--- src/rtl/alu_pkg.sv ---
// rtl/alu_pkg.sv - shared ALU opcode, flag index and result-buffer state definitions
package alu_pkg;

    typedef enum logic [3:0] {
        ADD = 4'd0,
        SUB = 4'd1,
        MUL = 4'd2,
        DIV = 4'd3,
        MOD = 4'd4,
        AND = 4'd5,
        OR  = 4'd6,
        XOR = 4'd7,
        SHL = 4'd8,
        SHR = 4'd9
    } alu_op_e;

    localparam int FLG_MUL_OVF = 0;
    localparam int FLG_CARRY   = 1;
    localparam int FLG_DIVZ    = 2;
    localparam int FLG_BORROW  = 3;

    typedef enum logic [1:0] {
        EMPTY = 2'd0,
        ONE   = 2'd1,
        FULL  = 2'd2
    } buf_state_e;

    function automatic logic [1:0] level_of(buf_state_e s);
        case (s)
            EMPTY:   return 2'd0;
            ONE:     return 2'd1;
            default: return 2'd2;
        endcase
    endfunction

endpackage

--- src/rtl/alu_result_buffer_if.sv ---
// rtl/alu_result_buffer_if.sv - valid/ready producer and consumer signals of the ALU result buffer
interface alu_result_buffer_if #(
    parameter int M = 32
);
    logic         in_valid;
    logic         in_ready;
    logic [M-1:0] in_result;
    logic [3:0]   in_flags;
    logic [3:0]   in_sel;
    logic         out_valid;
    logic         out_ready;
    logic [M-1:0] out_result;
    logic [3:0]   out_flags;
    logic [3:0]   out_sel;

    modport master (
        output in_valid, in_result, in_flags, in_sel, out_ready,
        input  in_ready, out_valid, out_result, out_flags, out_sel
    );

    modport slave (
        input  in_valid, in_result, in_flags, in_sel, out_ready,
        output in_ready, out_valid, out_result, out_flags, out_sel
    );
endinterface

--- src/rtl/alu_flag_filter.sv ---
// rtl/alu_flag_filter.sv - keeps only the exception flag owned by the producing ALU operation
module alu_flag_filter
    import alu_pkg::*;
(
    input  logic [3:0] sel_i,
    input  logic [3:0] flags_i,
    output logic [3:0] mask_o
);

    always_comb begin
        mask_o = '0;
        case (sel_i)
            ADD:     mask_o[FLG_CARRY]   = flags_i[FLG_CARRY];
            SUB:     mask_o[FLG_BORROW]  = flags_i[FLG_BORROW];
            MUL:     mask_o[FLG_MUL_OVF] = flags_i[FLG_MUL_OVF];
            DIV:     mask_o[FLG_DIVZ]    = flags_i[FLG_DIVZ];
            default: mask_o = '0;
        endcase
    end

endmodule

--- src/rtl/alu_result_buffer.sv ---
// rtl/alu_result_buffer.sv - 2-entry registered buffer behind the ALU with sticky per-op exception flags
module alu_result_buffer
    import alu_pkg::*;
#(
    parameter int M = 32
) (
    input  logic                clk,
    input  logic                rst_n,
    alu_result_buffer_if.slave  bus,
    input  logic                sticky_clr,
    output logic [3:0]          sticky_flags,
    output logic [1:0]          level
);

    buf_state_e   state_q, state_d;
    logic         rd_ptr_q, rd_ptr_d;
    logic         wr_ptr_q, wr_ptr_d;
    logic [M-1:0] mem_result_q [2];
    logic [3:0]   mem_flags_q  [2];
    logic [3:0]   mem_sel_q    [2];
    logic [3:0]   sticky_q, sticky_d;
    logic [3:0]   filt_mask;
    logic         push, pop;

    // Ready comes only from the state register so out_ready never reaches in_ready.
    assign bus.in_ready  = (state_q != FULL);
    assign bus.out_valid = (state_q != EMPTY);
    assign push = bus.in_valid && bus.in_ready;
    assign pop  = bus.out_valid && bus.out_ready;

    alu_flag_filter u_filter (
        .sel_i   (bus.in_sel),
        .flags_i (bus.in_flags),
        .mask_o  (filt_mask)
    );

    always_comb begin
        state_d  = state_q;
        rd_ptr_d = rd_ptr_q ^ pop;
        wr_ptr_d = wr_ptr_q ^ push;
        case (state_q)
            EMPTY:   if (push) state_d = ONE;
            ONE: begin
                if (push && !pop)      state_d = FULL;
                else if (pop && !push) state_d = EMPTY;
            end
            FULL:    if (pop) state_d = ONE;
            default: state_d = EMPTY;
        endcase
    end

    // Clear first, then the filtered bit of a same-cycle push is set.
    always_comb begin
        sticky_d = (sticky_clr ? 4'b0000 : sticky_q) | (push ? filt_mask : 4'b0000);
    end

    always_ff @(posedge clk or negedge rst_n) begin
        if (!rst_n) begin
            state_q  <= EMPTY;
            rd_ptr_q <= 1'b0;
            wr_ptr_q <= 1'b0;
            sticky_q <= '0;
            for (int i = 0; i < 2; i++) begin
                mem_result_q[i] <= '0;
                mem_flags_q[i]  <= '0;
                mem_sel_q[i]    <= '0;
            end
        end else begin
            state_q  <= state_d;
            rd_ptr_q <= rd_ptr_d;
            wr_ptr_q <= wr_ptr_d;
            sticky_q <= sticky_d;
            if (push) begin
                mem_result_q[wr_ptr_q] <= bus.in_result;
                mem_flags_q[wr_ptr_q]  <= bus.in_flags;
                mem_sel_q[wr_ptr_q]    <= bus.in_sel;
            end
        end
    end

    assign bus.out_result = mem_result_q[rd_ptr_q];
    assign bus.out_flags  = mem_flags_q[rd_ptr_q];
    assign bus.out_sel    = mem_sel_q[rd_ptr_q];
    assign sticky_flags   = sticky_q;
    assign level          = level_of(state_q);

endmodule

--- src/flat_wrapper.sv ---
// flat-port wrapper written by rule: the top's interface ports become plain ports
module alu_result_buffer_flat import alu_pkg::*;
#(
    parameter int M = 32
)
  (clk, rst_n, sticky_clr, sticky_flags, level, bus_in_valid, bus_in_result, bus_in_flags, bus_in_sel, bus_out_ready, bus_in_ready, bus_out_valid, bus_out_result, bus_out_flags, bus_out_sel);
  alu_result_buffer_if #(.M(M)) bus_i ();
  input  logic clk;
  input  logic rst_n;
  input  logic sticky_clr;
  output logic [3:0] sticky_flags;
  output logic [1:0] level;
  input wire logic [$bits(bus_i.in_valid)-1:0] bus_in_valid;
  input wire logic [$bits(bus_i.in_result)-1:0] bus_in_result;
  input wire logic [$bits(bus_i.in_flags)-1:0] bus_in_flags;
  input wire logic [$bits(bus_i.in_sel)-1:0] bus_in_sel;
  input wire logic [$bits(bus_i.out_ready)-1:0] bus_out_ready;
  output wire logic [$bits(bus_i.in_ready)-1:0] bus_in_ready;
  output wire logic [$bits(bus_i.out_valid)-1:0] bus_out_valid;
  output wire logic [$bits(bus_i.out_result)-1:0] bus_out_result;
  output wire logic [$bits(bus_i.out_flags)-1:0] bus_out_flags;
  output wire logic [$bits(bus_i.out_sel)-1:0] bus_out_sel;
  assign bus_i.in_valid = bus_in_valid;
  assign bus_i.in_result = bus_in_result;
  assign bus_i.in_flags = bus_in_flags;
  assign bus_i.in_sel = bus_in_sel;
  assign bus_i.out_ready = bus_out_ready;
  assign bus_in_ready = bus_i.in_ready;
  assign bus_out_valid = bus_i.out_valid;
  assign bus_out_result = bus_i.out_result;
  assign bus_out_flags = bus_i.out_flags;
  assign bus_out_sel = bus_i.out_sel;
  alu_result_buffer #(.M(M)) u_core (.clk(clk), .rst_n(rst_n), .bus(bus_i), .sticky_clr(sticky_clr), .sticky_flags(sticky_flags), .level(level));
endmodule
--- config.mk ---
export PLATFORM = sky130hd
export DESIGN_NAME = alu_result_buffer_flat
export DESIGN_NICKNAME = d
export VERILOG_FILES = /design/src/rtl/alu_pkg.sv /design/src/rtl/alu_result_buffer_if.sv /design/src/rtl/alu_flag_filter.sv /design/src/rtl/alu_result_buffer.sv /design/src/flat_wrapper.sv
export SDC_FILE = /design/constraint.sdc
export NUM_CORES = 1
export LEC_CHECK = 0
export ABC_CLOCK_PERIOD_IN_PS = 1800
export BUFFER_PORTS_ARGS = -buffer_cell sky130_fd_sc_hd__buf_2
export CAP_MARGIN = 20
export CORE_ASPECT_RATIO = 0.8
export CORE_MARGIN = 4
export CORE_UTILIZATION = 54
export DETAILED_ROUTE_END_ITERATION = 16
export GPL_TIMING_DRIVEN = 0
export PLACE_DENSITY = 0.78
export SYNTH_ARGS = -nofsm -noshare
export SYNTH_HDL_FRONTEND = slang
export SYNTH_SLANG_ARGS = --single-unit
--- constraint.sdc ---
create_clock -name clk -period 1.8 [get_ports clk]
set_input_delay 0.36 -clock clk [delete_from_list [all_inputs] [get_ports clk]]
set_output_delay 0.36 -clock clk [all_outputs]
set_load 0.02 [all_outputs]
==> flow_metrics.env <==
export IMPL_violations="setup timing"
export IMPL_stdcell_area_um2=5040
export IMPL_drt_first_pass_iters=4
export IMPL_drt_antenna_violating_nets=0
export IMPL_crit_path_top_delay_cell="dfrtp_2"
export IMPL_drv_slew=0
export IMPL_grt_overflow=0
export IMPL_path_max_fanout=5
export IMPL_setup_ws_ns=-0.0915
export IMPL_wirelength_mm=8.28
export IMPL_row_count=27
export IMPL_start_util_pct=57.2
export IMPL_core_um2=7060
export IMPL_cpPeakStageDelay_ns=0.47
export IMPL_syn_area_um2=4040
export IMPL_drive_above_1_share_pct=68.4
export IMPL_dpl_cell_count=431
export IMPL_worst_pin_slew_ns=0.563
export IMPL_fin_crit_sh_pct=105
export IMPL_cap_viol_max_count=0
export IMPL_placed_cell_area_um2=4640
export IMPL_cts_tree="yes"
export IMPL_worstSetupEndpointType="output pin"
export IMPL_dp_hpwl_mm=5.72
export IMPL_fmax_mhz=529
export IMPL_num_nets_final=404
export IMPL_drt_wirelength_per_cell_um=18.5
export IMPL_area_growth_pct=24.8
export IMPL_die_area_um2=8930
export IMPL_synth_top_area_share_pct=54.6
export IMPL_ys_ff_latch=88
export IMPL_relSlewSlack_pct=62.4
export IMPL_ys_warn_count=0
export IMPL_synth_edff_count=0
export IMPL_grt_antenna_before_repair=0
export IMPL_cts_root_buf="clkbuf_8"
export IMPL_timing_final_crit_period_ns=1.89
export IMPL_grt_use_total_pct=19.9
export IMPL_grt_pass1_vias=2759
export IMPL_yosys_top_cells_area="dfrtp_1, mux2_2, mux2_4, buf_12, a32o_1"
export IMPL_p_int_mw=6.70
export IMPL_hold_viol=0
export IMPL_setup_viol=36
export IMPL_die_w_um=105
export IMPL_vias=2397
export IMPL_cts_sinks=88
export IMPL_synth_area_per_cell_um2=16.1
export IMPL_n_antenna_cell=0
export IMPL_clkLatencyLatePin_ns=0.35
export IMPL_pwr_share_clk_pct=14.3
export IMPL_clockBufferDepth=2
export IMPL_async_flop_share_pct=100
export IMPL_ys_types=28
export IMPL_seq_area_frac_synth_pct=54.6
export IMPL_p_leak_nw=2.40
export IMPL_arrival_ns=1.53
export IMPL_port_buffers=92
export IMPL_status="complete, but fails checks"
export IMPL_skew_ns=0.00750
export IMPL_crit_chain="buf_6, buf_8, mux2_4, buf_6"
export IMPL_drtIter0Drc=50
export IMPL_min_path_type="input port to register"
export IMPL_syn_instance_count=251
export IMPL_synth_top_area_cell="dfrtp_1"
export IMPL_grt_first_pass_wirelength_mm=13.9
export IMPL_ir_drop_mv=1.17
export IMPL_chipHeight_um=85.3
export IMPL_required_ns=1.44
export IMPL_power_total_mw=10.2
export IMPL_path_clk_slew_ns=0.08
export IMPL_pwr_share_seq_pct=34.2
export IMPL_yosysMostFrequentCell="dfrtp_1"
export IMPL_powerDensity_nw_per_um2=2020
export IMPL_cpMostUsedCell="buf_6"
export IMPL_rsz0062_at_grt="true"
export IMPL_route_detailed_drc=0
export IMPL_startpoint_type="register"
export IMPL_syn_nets=297
export IMPL_finalWeightedCongestion=0.708
export IMPL_avgViaCountPerCell=5.35
export IMPL_ios=93
export IMPL_p_sw_share_pct=34.3
export IMPL_htreeDepth=3
export IMPL_grt_max_degree=48
export IMPL_whs_ns=0.219
export IMPL_synth_flop_cell="dfrtp_1"
export IMPL_finalNonFillerCells=448
export IMPL_power_switching_mw=3.50
export IMPL_critPathKind="register to output pin"
export IMPL_share_comb_of_total_power_pct=51.6
export IMPL_cts_buffers=9
export IMPL_ys_top_cells_by_count="dfrtp_1, mux2_2, mux2_4, inv_1"
## stage by stage
| stage | util (%) | setup slack (ns) | setup TNS, ns |
|---|---|---|---|
| floorplan | - | 0.0798 | 0 |
| global placement | 65.2 | -0.414 | -41.71 |
| detailed placement | 65.7 | -0.186 | -6.19 |
| CTS | 71.5 | -0.123 | -3.57 |
| global route | 71.3 | -0.153 | -4.66 |
| finish | 71.3 | -0.0915 | -2.00 |
## worst paths after layout
| path | from | slack (ns) | depth (start not counted) | to |
|---|---|---|---|---|
| setup / recovery | u_core.rd_ptr_q$_DFF_PN0_ | -0.09 | 4 | bus_out_result[11] |
| hold / removal | bus_out_ready | 0.22 | 2 | u_core.state_q[1]$_DFFE_PN0P_ |
| setup reg to reg | u_core.state_q[1]$_DFFE_PN0P_ | 0.13 | 5 | u_core.mem_result_q[55]$_DFFE_PN0P_ |
| hold reg to reg | u_core.sticky_flags[3]$_DFF_PN0_ | 0.50 | 1 | u_core.sticky_flags[3]$_DFF_PN0_ |
| max in group asynchronous | rst_n | 0.63 | 3 | u_core.rd_ptr_q$_DFF_PN0_ |
| min in group asynchronous | rst_n | 0.53 | 2 | u_core.mem_flags_q[0]$_DFFE_PN0P_ |
## metal layers
metal	vias up	GRT usage [%]	wire length, um
li1	1103	-	-
met1	1218	25.8	3710
met2	66	32.4	4030
met3	10	6.77	419
met4	0	5.13	111
met5	-	0	0
## power by group through the flow
stage	clock (mW)	combinational [mW]	sequential (mW)
floorplan	0	3.60	3.28
global placement	0	4.62	3.38
detailed placement	0	4.73	3.46
CTS	1.50	5.31	3.46
global route	1.62	5.59	3.60
finish	1.45	5.26	3.48
## area by class of cell
type	instances	area, um2
tap	87	109
fill	505	2020
sequential	88	2200
multi-input combinational	143	1710
clock buffer	10	138
clock inverter	4	70.1
inverter	5	18.8
timing repair buffer	100	639
buffer	11	145
## critical path, delay by kind of cell (launching register included)
| family | cells | cell delay, ns |
|---|---|---|
| flops | 1 | 0.47 |
| buf+inv | 3 | 0.40 |
| mux | 1 | 0.31 |
## cell usage in the layout, fill, tap and decap left out, drive strengths merged, types with 2 or more instances in the layout
cell and instances:
mux2 120, buf 105, dfrtp 88, clkbuf 14
inv 5, a32o 2, nand4 2, o21ai 2
nand2 2, a21oi 2, bufinv 2, clkinv 2
## cell families after synthesis
family	count (synthesis)	share of synthesized area, %
XOR/XNOR	1	0.217
flip-flops	88	54.6
AND/OR/NAND/NOR	13	2.42
multiplexers	121	37.4
adder cells (fa/ha/maj)	1	0.310
AO/OA/AOI/OAI	7	1.15
buffers and inverters	20	3.91
## state kept, by name, indices dropped and copies added, names as in the netlist
| name | count |
|---|---|
| u_core.wr_ptr_q | 1 |
| u_core.rd_ptr_q | 1 |
| u_core.state_q | 2 |
| u_core.sticky_flags | 4 |
| u_core.mem_result_q | 64 |
| u_core.mem_flags_q | 8 |
| u_core.mem_sel_q | 8 |
## timing repair
item | in CTS | in global routing
cloned | 1 | 0
setup buffers | 6 | 0
pin swaps | 0 | 0
gates resized for setup | 42 | 22
setup endpoints to repair | 79 | 56
endpoints found under the hold margin | 4 | 0
hold buffers | 1 | 0
Note: power is estimated with default switching activity, not from simulation.
